--- src/rtl/serpent_cache_pkg.sv ---
// serpent_cache_pkg: dcache geometry constants shared by the dcache blocks.
package serpent_cache_pkg;
    localparam int unsigned DCACHE_TAG_WIDTH    = 32;
    localparam int unsigned DCACHE_CL_IDX_WIDTH = 8;
    localparam int unsigned DCACHE_OFFSET_WIDTH = 4;
    localparam int unsigned DCACHE_SET_ASSOC    = 4;
    localparam int unsigned DCACHE_NUM_RD_PORTS = 3;

    function automatic int unsigned idx_w(input int unsigned n);
        return (n > 1) ? $clog2(n) : 1;
    endfunction
endpackage

--- src/rtl/serpent_rr_arb.sv ---
// serpent_rr_arb: combinational round-robin pick, first request at or after ptr_i with wrap.
module serpent_rr_arb
    import serpent_cache_pkg::*;
#(
    parameter int unsigned N = 3
) (
    input  logic [N-1:0]        req_i,
    input  logic [idx_w(N)-1:0] ptr_i,
    output logic [N-1:0]        gnt_o,
    output logic [idx_w(N)-1:0] idx_o
);
    localparam int unsigned IdxW = idx_w(N);

    // Scanning downward lets the closest candidate to ptr_i overwrite the others.
    always_comb begin
        idx_o = '0;
        for (int i = N - 1; i >= 0; i--) begin
            if (req_i[(int'(ptr_i) + i) % N]) idx_o = IdxW'((int'(ptr_i) + i) % N);
        end
    end

    assign gnt_o = (|req_i) ? (N'(1) << idx_o) : '0;
endmodule

--- src/rtl/serpent_dcache_rd_arb.sv ---
// serpent_dcache_rd_arb: round-robin sharing of the dcache read port with a
// late tag phase and broadcast read return.
module serpent_dcache_rd_arb
    import serpent_cache_pkg::*;
#(
    parameter int unsigned NumPorts = DCACHE_NUM_RD_PORTS
) (
    input  logic                           clk_i,
    input  logic                           rst_ni,
    input  logic [NumPorts-1:0]            rd_req_i,
    input  logic [DCACHE_TAG_WIDTH-1:0]    rd_tag_i [NumPorts],
    input  logic [DCACHE_CL_IDX_WIDTH-1:0] rd_idx_i [NumPorts],
    input  logic [DCACHE_OFFSET_WIDTH-1:0] rd_off_i [NumPorts],
    input  logic [NumPorts-1:0]            rd_tag_only_i,
    output logic [NumPorts-1:0]            rd_ack_o,
    output logic [63:0]                    rd_data_o,
    output logic [DCACHE_SET_ASSOC-1:0]    rd_vld_bits_o,
    output logic [DCACHE_SET_ASSOC-1:0]    rd_hit_oh_o,
    output logic                           mem_rd_req_o,
    input  logic                           mem_rd_ack_i,
    output logic [DCACHE_TAG_WIDTH-1:0]    mem_rd_tag_o,
    output logic [DCACHE_CL_IDX_WIDTH-1:0] mem_rd_idx_o,
    output logic [DCACHE_OFFSET_WIDTH-1:0] mem_rd_off_o,
    output logic                           mem_rd_tag_only_o,
    input  logic [63:0]                    mem_rd_data_i,
    input  logic [DCACHE_SET_ASSOC-1:0]    mem_rd_vld_bits_i,
    input  logic [DCACHE_SET_ASSOC-1:0]    mem_rd_hit_oh_i
);
    localparam int unsigned IdxW = idx_w(NumPorts);

    logic [IdxW-1:0]     rr_ptr_q, rr_ptr_d, last_win_q, last_win_d, win;
    logic [NumPorts-1:0] gnt;
    logic                ack;

    serpent_rr_arb #(.N(NumPorts)) i_rr_arb (
        .req_i (rd_req_i),
        .ptr_i (rr_ptr_q),
        .gnt_o (gnt),
        .idx_o (win)
    );

    assign mem_rd_req_o      = rst_ni & (|rd_req_i);
    assign ack               = mem_rd_ack_i & mem_rd_req_o;
    assign rd_ack_o          = ack ? gnt : '0;
    assign mem_rd_idx_o      = mem_rd_req_o ? rd_idx_i[win] : '0;
    assign mem_rd_off_o      = mem_rd_req_o ? rd_off_i[win] : '0;
    assign mem_rd_tag_only_o = mem_rd_req_o & rd_tag_only_i[win];
    // Tag of the port acked last cycle, matching the memory's late-tag protocol.
    assign mem_rd_tag_o      = rd_tag_i[last_win_q];

    assign rd_data_o     = mem_rd_data_i;
    assign rd_vld_bits_o = mem_rd_vld_bits_i;
    assign rd_hit_oh_o   = mem_rd_hit_oh_i;

    always_comb begin
        rr_ptr_d   = ack ? ((win == IdxW'(NumPorts - 1)) ? '0 : win + 1'b1) : rr_ptr_q;
        last_win_d = ack ? win : last_win_q;
    end

    always_ff @(posedge clk_i) begin
        if (!rst_ni) begin
            rr_ptr_q   <= '0;
            last_win_q <= '0;
        end else begin
            rr_ptr_q   <= rr_ptr_d;
            last_win_q <= last_win_d;
        end
    end
endmodule

--- config.mk ---
export PLATFORM = sky130hd
export DESIGN_NAME = serpent_dcache_rd_arb
export DESIGN_NICKNAME = d
export VERILOG_FILES = /design/src/rtl/serpent_cache_pkg.sv /design/src/rtl/serpent_rr_arb.sv /design/src/rtl/serpent_dcache_rd_arb.sv
export SDC_FILE = /design/constraint.sdc
export NUM_CORES = 1
export LEC_CHECK = 0
export ABC_CLOCK_PERIOD_IN_PS = 4350
export BUFFER_PORTS_ARGS = -buffer_cell sky130_fd_sc_hd__buf_2
export CORE_AREA = 2 2 130 132
export CTS_BUF_LIST = sky130_fd_sc_hd__clkbuf_16
export CTS_CLUSTER_SIZE = 25
export DETAILED_ROUTE_END_ITERATION = 7
export DIE_AREA = 0 0 132 134
export SLEW_MARGIN = 20
export SYNTH_ARGS = -nofsm -noshare
export SYNTH_HDL_FRONTEND = slang
export SYNTH_SLANG_ARGS = --single-unit
--- constraint.sdc ---
create_clock -name clk_i -period 4.35 [get_ports clk_i]
set_clock_uncertainty 0.15 [all_clocks]
set_input_delay 0.87 -clock clk_i [delete_from_list [all_inputs] [get_ports clk_i]]
set_output_delay 0.87 -clock clk_i [all_outputs]
set_load 0.02 [all_outputs]
==> results of run 1 <==
[Yosys cell counts, drive strengths merged, types with 2 or more instances]
library cell,count
clkbuf,8
o2bb2ai,13
mux2i,47
o21ai,35
a31o,2
inv,4
nand2,39
ha,3
and2,2
a21oi,2
nor2,3
buf,81
o31a,2
o31ai,2
nand4b,2
nand3,2
dfxtp,4
[cell families (layout without fill, tap and decap cells)]
kind of cell | Yosys count | in the layout | share of synthesized area (%)
AOI/OAI and AO/OA | 59 | 59 | 19.8
adders and majority gates | 3 | 3 | 2.00
buffers and inverters | 93 | 200 | 35.4
DFF | 4 | 4 | 4.27
muxes | 48 | 48 | 25.7
and+or+nand+nor | 53 | 53 | 12.8
[through the flow]
stage	instances	power (mW)	util, %
after floorplan	260	0.306	-
after global placement	584	0.333	15.2
after detailed placement	584	0.335	15.2
after CTS	587	0.485	15.7
after global routing	587	0.509	15.7
final	587	0.476	15.7
[state kept, by name, indices dropped and copies added (netlist names)]
name,count
last_win_q,2
rr_ptr_q,2
[area by class of cell]
class	instances	area [sq um]	area share, %
clock buffer	3	75.1	2.94
timing repair buffer	193	976	38.2
multi-input combinational	163	1130	44.3
inverter	4	15.0	0.588
sequential	4	81.3	3.18
tap	220	275	10.8
[layout by cell type, fill, tap and decap left out]
cell type | Yosys | layout
a31o_1 | 1 | 1
nand2_1 | 39 | 39
a31o_2 | 1 | 1
a21o_1 | 1 | 1
nand4b_1 | 2 | 2
o31ai_1 | 2 | 2
o31a_1 | 2 | 2
nor2_1 | 3 | 3
a21boi_0 | 1 | 1
a21oi_1 | 2 | 2
ha_1 | 3 | 3
nand4_1 | 1 | 1
dfxtp_1 | 4 | 3
nor4b_1 | 1 | 1
and2b_2 | 1 | 1
buf_4 | 72 | 4
clkbuf_16 | 0 | 3
and4b_2 | 1 | 1
o2bb2ai_1 | 13 | 13
dfxtp_2 | 0 | 1
and2_1 | 2 | 2
inv_1 | 4 | 4
nor2b_2 | 0 | 1
nand3_1 | 2 | 2
buf_2 | 5 | 189
o21ai_0 | 35 | 35
o211ai_1 | 1 | 1
mux2_2 | 1 | 1
mux2i_1 | 47 | 47
[path summary, 6_finish.rpt]
kind                     from         endpoint  slack, ps  cells after the start
setup / recovery  rr_ptr_q[0]  mem_rd_idx_o[7]        900                      8
hold / removal    rr_ptr_q[0]      rr_ptr_q[0]        340                      2
setup reg to reg  rr_ptr_q[0]      rr_ptr_q[1]       2220                      8
hold reg to reg   rr_ptr_q[0]      rr_ptr_q[0]        340                      2
[routing by layer]
layer | wire length [um] | GRT usage, % | part of all wire [%]
met5 | 0 | 0 | 0
met4 | 456 | 5.13 | 6.0
met3 | 946 | 3.36 | 12
met2 | 3520 | 13.7 | 46
met1 | 2700 | 7.82 | 35
[critical path, stage by stage, from the launching register on]
cell       delay [ps]
dfxtp_1           340
inv_1              70
ha_1              360
nor4b_1           170
o21ai_0           250
o31a_1            280
nand2_1           300
o2bb2ai_1         240
buf_2             190
[report_power, final]
part / switching [mW] / internal, mW
Combinational: 0.161 / 0.124
Clock: 0.0273 / 0.118
Sequential: 0.00660 / 0.0391
Total: 0.195 / 0.281
==> metrics.md, run 1 <==
| Metric | Value |
|---|---|
| Largest cells by area after synthesis | `buf_4 29%, mux2i_1 25%, o21ai_0 9.3%` |
| Pins Over Slew Limit | `0` |
| Pwr dens | `between 150 and 200 mW/mm^2` |
| Die H | `134 um` |
| First-pass GRT wire length | `about 11,000 um` |
| Width of the chip | `132 um` |
| Port bufs | `189` |
| Final worst slack | `899 ps` |
| Detailed-route vias per instance | `3.75` |
| Starting Density | `11.5%` |
| Fillers | `around 1,900` |
| Yosys top cell by area | `buf_4` |
| Dpl ws | `~900 ps` |
| DRC Markers | `0` |
| Worst Hold Class | `flip-flop to flip-flop` |
| CTS tree | `done` |
| DIE AREA | `0.0177 sq mm` |
| Remaining Overflow, GRT | `0` |
| Post-Syn Area | `0.00187 sq mm` |
| Initial antenna violation count | `0` |
| Setup violations, final | `0` |
| Final worst path period need | `3450 ps` |
| Rows | `47` |
| Top-area cell type share of the netlist area | `28.8%` |
| Post-synth EDFFs | `0` |
| Ys Warns | `0` |
| Sequential fraction of the synthesis area | `4.27%` |
| Fmax | `290 MHz` |
| Post-DP Area | `0.00248 sq mm` |
| RSZ-0062 raised after global routing | `false` |
| Share of layout cells above drive strength 1 | `55.0%` |
| Iter 0 DRT Violations | `64` |
| Critical Path AT | `2430 ps` |
| Tot GR Track Use | `under 10%` |
| Post-cts gate resize count | `0` |
| Gate Count Post-Synth | `260` |
| Yosys cell types | `30` |
| Nets | `585` |
| Min Hold Slack | `336 ps` |
| Avg Cell Area, Syn | `7.21 sq um` |
| Number of buffers created by CTS | `3` |
| Required @ worst endpoint | `3330 ps` |
| Critical Path Start Type | `flip-flop` |
| Tcrit/Tclk final | `approximately 79%` |
| Final hold violation count | `0` |
| Total negative slack | `0 ps` |
| Slew headroom | `45.0%` |
| Static leakage | `1.22 nW` |
| First-pass DRT Iterations | `4` |
| Core area | `0.0163 sq mm` |
| Outcome | `completed` |
| Clk sinks | `4` |
| Final instance area | `0.00255 sq mm` |
| Setup Crit Path Kind | `flip-flop to output pin` |
| CP Max Fanout | `13` |
| Worst-case clock buffer depth | `2` |
| Root buffer cell | `clkbuf_16` |
| Ant. Diodes | `0` |
| Max Cap Viol | `0` |
| Hold buffers post-CTS | `0` |
| GPL Wtd Cong | `0.790` |
| Worst-Margin Slew | `824 ps` |
| IO Pins | `roughly 330` |
| Flops & latches, synth | `4` |
| Ys async rst share | `0%` |
| Vias in the first global route | `2,047` |
| Clk slew on worst S/H paths | `roughly 30 ps` |
| Ys flop type | `dfxtp_1` |
| Routed length per instance | `13.0 um` |
| Mapped Nets | `about 480` |
| Routed Antenna Nets | `0` |
| P&R area growth vs syn | `36.3%` |
| Clock Latency Late Sink | `230 ps` |
| Setup Buffers After CTS | `0` |
| Hpwl dp | `6410 um` |
| Deepest level of the CTS H-tree | `1` |
| Via count | `2,199` |
| Maximum VDD drop | `roughly 0.069 mV` |
| Worst Setup End Kind | `output pin` |
| Largest net degree at the start of global routing | `34` |
| Final wirelength | `~7600 um` |
(Power assumes the default switching activity.)
==> run 2: changes to the inputs <==
ABC_CLOCK_PERIOD_IN_PS = 3030   (was 4350)
CORE_AREA = 2 2 131 133   (was 2 2 130 132)
DIE_AREA = 0 0 133 135   (was 0 0 132 134)
clock period = 3.03 ns   (was 4.35 ns; I/O delays follow)
==> run 2 against run 1 <==
  * First-iteration DRC count shrank 4.7%
  * Total power is 47% higher
  * Via count is 1.0% lower
  * Non-clock buffer count rose by 3
  * Largest power group unchanged
  * Global-route usage grew 0.36 points
  * Final cell count rose by 0.51%
  * Worst setup slack worse by 790 ps
  * Largest cell class unchanged
==> metrics.md, run 2 (synthesis gave the netlist of run 1 again) <==
| Metric | Value |
|---|---|
| Outcome | `completed` |
| Starting Density | `11.4%` |
| Max Cap Viol | `0` |
| Commonest cells after routing, fill and taps aside | `188 x buf_2, 46 x mux2i_1, 38 x nand2_1` |
| Top delay family on crit path | `buffers and inverters` |
| Via count | `2,176` |
| Fmax | `between 300 and 400 MHz` |
| Tcrit/Tclk final | `96.4%` |
| Final worst path period need | `between 2000 and 3000 ps` |
| Crit-path cells | `inv_1, ha_2, mux2i_2, nand4b_1, a31o_1, buf_12, mux2i_1, o2bb2ai_1, buf_2` |
| DRC Markers | `0` |
| Hpwl dp | `slightly above 7000 um` |
| Clock power share | `29.2%` |
| Hold buffers post-CTS | `0` |
| Worst-case clock buffer depth | `2` |
| CTS tree | `done` |
| Core area | `0.0164 sq mm` |
| Final instance area | `0.00263 sq mm` |
| Largest net degree at the start of global routing | `34` |
| Clk sinks | `4` |
| Port bufs | `189` |
| P_sw | `0.287 mW` |
| Remaining Overflow, GRT | `0` |
| Setup violations, final | `0` |
| Required @ worst endpoint | `approximately 2300 ps` |
| Tot GR Track Use | `a little over 8%` |
| Vias in the first global route | `~2,000` |
| CP Max Fanout | `15` |
| Final core occ | `16.0%` |
| CP startpoint | `rr_ptr_q[1]` |
| GPL Wtd Cong | `about 0.74` |
| IO Pins | `334` |
| Setup Crit Path Kind | `flip-flop to output pin` |
| Total negative slack | `0 ps` |
| Post-cts gate resize count | `1` |
| Switching power share of the total | `41.0%` |
| Width of the chip | `133 um` |
| Int Pwr | `0.414 mW` |
| Pins Over Slew Limit | `0` |
| First-pass DRT Iterations | `4` |
| Routed length per instance | `14.1 um` |
| Critical Path AT | `2170 ps` |
| Worst-Margin Slew | `376 ps` |
| Die H | `between 100 and 150 um` |
| Clock Latency Late Sink | `between 200 and 250 ps` |
| Pwr dens | `267 mW/mm^2` |
| Combinational Power Share | `62.3%` |
| Static leakage | `1.25 nW` |
| Setup Buffers After CTS | `0` |
| Slew headroom | `74.2%` |
| Share of layout cells above drive strength 1 | `roughly 57%` |
| Iter 0 DRT Violations | `between 60 and 70` |
| Commonest non-fill, non-tap cell in the layout | `buf_2` |
| Post-DP Area | `between 0.002 and 0.003 sq mm` |
| Final wirelength | `8350 um` |
| Ant. Diodes | `0` |
| Rows | `47` |
| Deepest level of the CTS H-tree | `1` |
| Worst Hold Class | `flip-flop to flip-flop` |
| Worst Path Buf+Inv | `3` |
| Slowest CP cell | `dfxtp_1` |
| Hold Path Origin | `rr_ptr_q[0]` |
| Worst R2R Start | `rr_ptr_q[1]` |
| Initial antenna violation count | `1` |
| Maximum VDD drop | `between 0.1 and 0.15 mV` |
| Routed Antenna Nets | `0` |
| Min Hold Slack | `339 ps` |
| Largest regs | `last_win_q (2), rr_ptr_q (2)` |
| Worst Setup End Kind | `output pin` |
| Slowest stage delay, CP | `350 ps` |
| P&R area growth vs syn | `40.3%` |
| Final hold violation count | `0` |
| Number of buffers created by CTS | `3` |
| DIE AREA | `0.0180 sq mm` |
| Root buffer cell | `clkbuf_16` |
| Seq pwr share | `approximately 8.5%` |
| Clk slew on worst S/H paths | `30 ps` |
| Critical Path Start Type | `flip-flop` |
| Detailed-route vias per instance | `3.69` |
| Nets | `approximately 590` |
| First-pass GRT wire length | `11,200 um` |
-- run 2: changes by cell type in the layout (fill, tap and decap cells not counted), sizes merged --
cell	previous run	this run
buf	193	196
-- run 2: metrics by stage --
step	instances	total power, mW	worst slack (ps)
global route	590	0.748	-19.3
floorplan	260	0.439	331
detailed placement	587	0.492	137
finish	590	0.701	108
CTS	590	0.701	27.9
global placement	587	0.489	186
-- run 2: worst paths after layout --
kind	cells past startpoint	end	slack, ps
max reg2reg	8	rr_ptr_q[1]	960
min	2	rr_ptr_q[0]	340
min reg2reg	2	rr_ptr_q[0]	340
max	9	mem_rd_off_o[1]	110
-- run 2: per-layer routing --
metal  up-vias  global-route usage [%]  routed length, um
li1       1052                       -                  -
met1       916                    8.86               3050
met2       166                    14.3               3940
met3        42                    3.27                963
met4         0                    3.94                392
met5         -                       0                  0
-- run 2: tightest hold or removal path, cell delays in order (launching register included) --
cell,delay (ps)
dfxtp_1,310
nand2_1,50
a21boi_0,60
-- run 2: power by group through the flow --
stage / Clock, mW / Sequential (mW) / Combinational [mW]
detailed placement: 0 / 0.0602 / 0.431
CTS: 0.208 / 0.0595 / 0.433
global placement: 0 / 0.0599 / 0.429
finish: 0.205 / 0.0593 / 0.437
floorplan: 0 / 0.0585 / 0.381
global route: 0.214 / 0.0601 / 0.474
-- run 2: layout make-up --
cell class              count  area, sq um
clock buffers               3         75.1
fillers                  1877        13800
inverters                   4         15.0
multi-input cells         163         1170
flip-flops and latches      4         81.3
well taps                 220          275
repair buffers            196         1010
==> run 3: changes to the inputs <==
CORE_AREA = 3 3 128 130   (was 2 2 131 133)
DIE_AREA = 0 0 131 133   (was 0 0 133 135)
==> run 3 against run 2 <==
  * Global-route usage down 0.72 points
  * Sequential share of layout area up 0.088 points
  * Sequential power hardly changed
  * Highest routed layer unchanged
  * Count of clock-buffer cells in the layout stayed put
  * Combinational power is essentially flat
  * Register-to-register slack improved by 50 ps
  * Sequential cell count unchanged
==> metrics.md, run 3 (synthesis gave the netlist of run 1 again) <==
| Metric | Value |
|---|---|
| Outcome | `completed` |
| Pins Over Slew Limit | `0` |
| Final worst path period need | `2890 ps` |
| Commonest non-fill, non-tap cell in the layout | `buf_2` |
| DRC Markers | `0` |
| Setup Crit Path Kind | `flip-flop to output pin` |
| Worst-Margin Slew | `353 ps` |
| Number of buffers created by CTS | `3` |
| Starting Density | `roughly an eighth` |
| Critical Path Start Type | `flip-flop` |
| R2R Setup Slk | `roughly 1000 ps` |
| First-pass DRT Iterations | `4` |
| Sequential cell area | `83.8 sq um` |
| CTS tree | `done` |
| Required @ worst endpoint | `2270 ps` |
| Largest net degree at the start of global routing | `34` |
| Routed length per instance | `12.9 um` |
| Final wirelength | `7510 um` |
| Via count | `2,203` |
| Commonest cells after routing, fill and taps aside | `188 x buf_2, 46 x mux2i_1, 38 x nand2_1` |
| Final hold violation count | `0` |
| Worst-case clock buffer depth | `2` |
| Detailed-route vias per instance | `3.79` |
| Port bufs | `between 150 and 200` |
| Hpwl dp | `6250 um` |
| Setup violations, final | `0` |
| Iter 0 DRT Violations | `34` |
| Routed Antenna Nets | `0` |
| Deepest level of the CTS H-tree | `1` |
| Reg2Reg Depth | `8` |
| Rows | `45` |
| Nets | `between 500 and 600` |
| Fmax | `346 MHz` |
| Total negative slack | `0 ps` |
| Ant. Diodes | `0` |
| Vias in the first global route | `2,113` |
| Hold buffers post-CTS | `0` |
| Initial antenna violation count | `0` |
| Share of layout cells above drive strength 1 | `57.7%` |
| Tot GR Track Use | `7.56%` |
| Root buffer cell | `clkbuf_16` |
| Largest regs | `last_win_q (2), rr_ptr_q (2)` |
| Slew headroom | `76.4%` |
| Critical Path AT | `approximately 2100 ps` |
| CP endpoint | `mem_rd_idx_o[2]` |
| Worst Setup End Kind | `output pin` |
| Remaining Overflow, GRT | `0` |
| Worst R2R Start | `rr_ptr_q[0]` |
| IO Pins | `334` |
| Max Cap Viol | `0` |
| Width of the chip | `131 um` |
| Fillers | `between 1,500 and 2,000` |
| Tcrit/Tclk final | `95.5%` |
| Clk sinks | `4` |
| Pwr dens | `265 mW/mm^2` |
| First-pass GRT wire length | `10,200 um` |
| P&R area growth vs syn | `40.7%` |
| Maximum VDD drop | `0.162 mV` |
| GPL Wtd Cong | `~0.7` |
| CP Max Fanout | `15` |
| Clk slew on worst S/H paths | `around 30 ps` |
| DIE AREA | `0.0174 sq mm` |
| Static leakage | `1.25 nW` |
| Tot Pwr | `between 0.6 and 0.7 mW` |
| Multi-input logic area | `0.00118 sq mm` |
| Worst Hold Class | `flip-flop to flip-flop` |
| CP startpoint | `rr_ptr_q[0]` |
| R2R Path End | `rr_ptr_q[1]` |
| Die H | `133 um` |
| Core area | `0.0153 sq mm` |
| Clock Latency Late Sink | `220 ps` |
-- run 3: changes by cell type in the layout (fill, tap and decap cells not counted), sizes merged --
cell and delta:
buf +1
-- run 3: area by class of cell --
cell class                 instances  area share, %
clock buffer                       3           2.85
inverter                           4          0.570
multi-input combinational        163           44.7
sequential                         4           3.18
tap                              211           10.0
timing repair buffer             197           38.7
-- run 3: critical path: stages, from the launching register on --
cell and delay, ps:
dfxtp_2 350, inv_1 100, ha_4 300, and4b_2 200, o21ai_0 90, a31o_1 250, buf_12 160, mux2i_1 200
o2bb2ai_1 100, buf_4 160
-- run 3: what timing repair did --
item	4_1_cts	5_1_grt
cloned	0	0
buffers inserted	0	1
pin swaps	0	2
endpoints found under the setup margin	13	13
resized for setup	1	11
-- run 3: through the flow --
stage          instances  area [sq um]  worst slack (ps)  util (%)  hold slack, ps
2_1_floorplan        260          1870               331         -             311
3_3_place_gp         578          2500               181      16.4             332
3_5_place_dp         578          2500               106      16.4             361
4_1_cts              581          2580              13.5      16.9             365
5_1_grt              582          2640             -11.2      17.3             384
6_report             582          2640               136      17.3             355
-- run 3: how the worst min path moves through the flow --
stage                     start           to  slack [ps]  cells after the start
detailed placement  rr_ptr_q[0]  rr_ptr_q[0]         360                      2
floorplan           rr_ptr_q[0]  rr_ptr_q[0]         310                      2
finish              rr_ptr_q[0]  rr_ptr_q[0]         350                      2
CTS                 rr_ptr_q[0]  rr_ptr_q[0]         370                      2
global route        rr_ptr_q[0]  rr_ptr_q[0]         380                      2
global placement    rr_ptr_q[0]  rr_ptr_q[0]         330                      2
-- run 3: power breakdown --
| part | internal, mW | switching, mW | leakage (nW) |
|---|---|---|---|
| Combinational | 0.192 | 0.243 | 1.18 |
| Clock | 0.168 | 0.0355 | 0.0370 |
| Sequential | 0.0564 | 0.00312 | 0.0339 |
-- run 3: metal layers --
| metal | routed length (um) | track usage [%] |
|---|---|---|
| met1 | 2480 | 6.73 |
| met2 | 3790 | 14.2 |
| met3 | 865 | 2.66 |
| met4 | 373 | 4.51 |
| met5 | 0 | 0 |
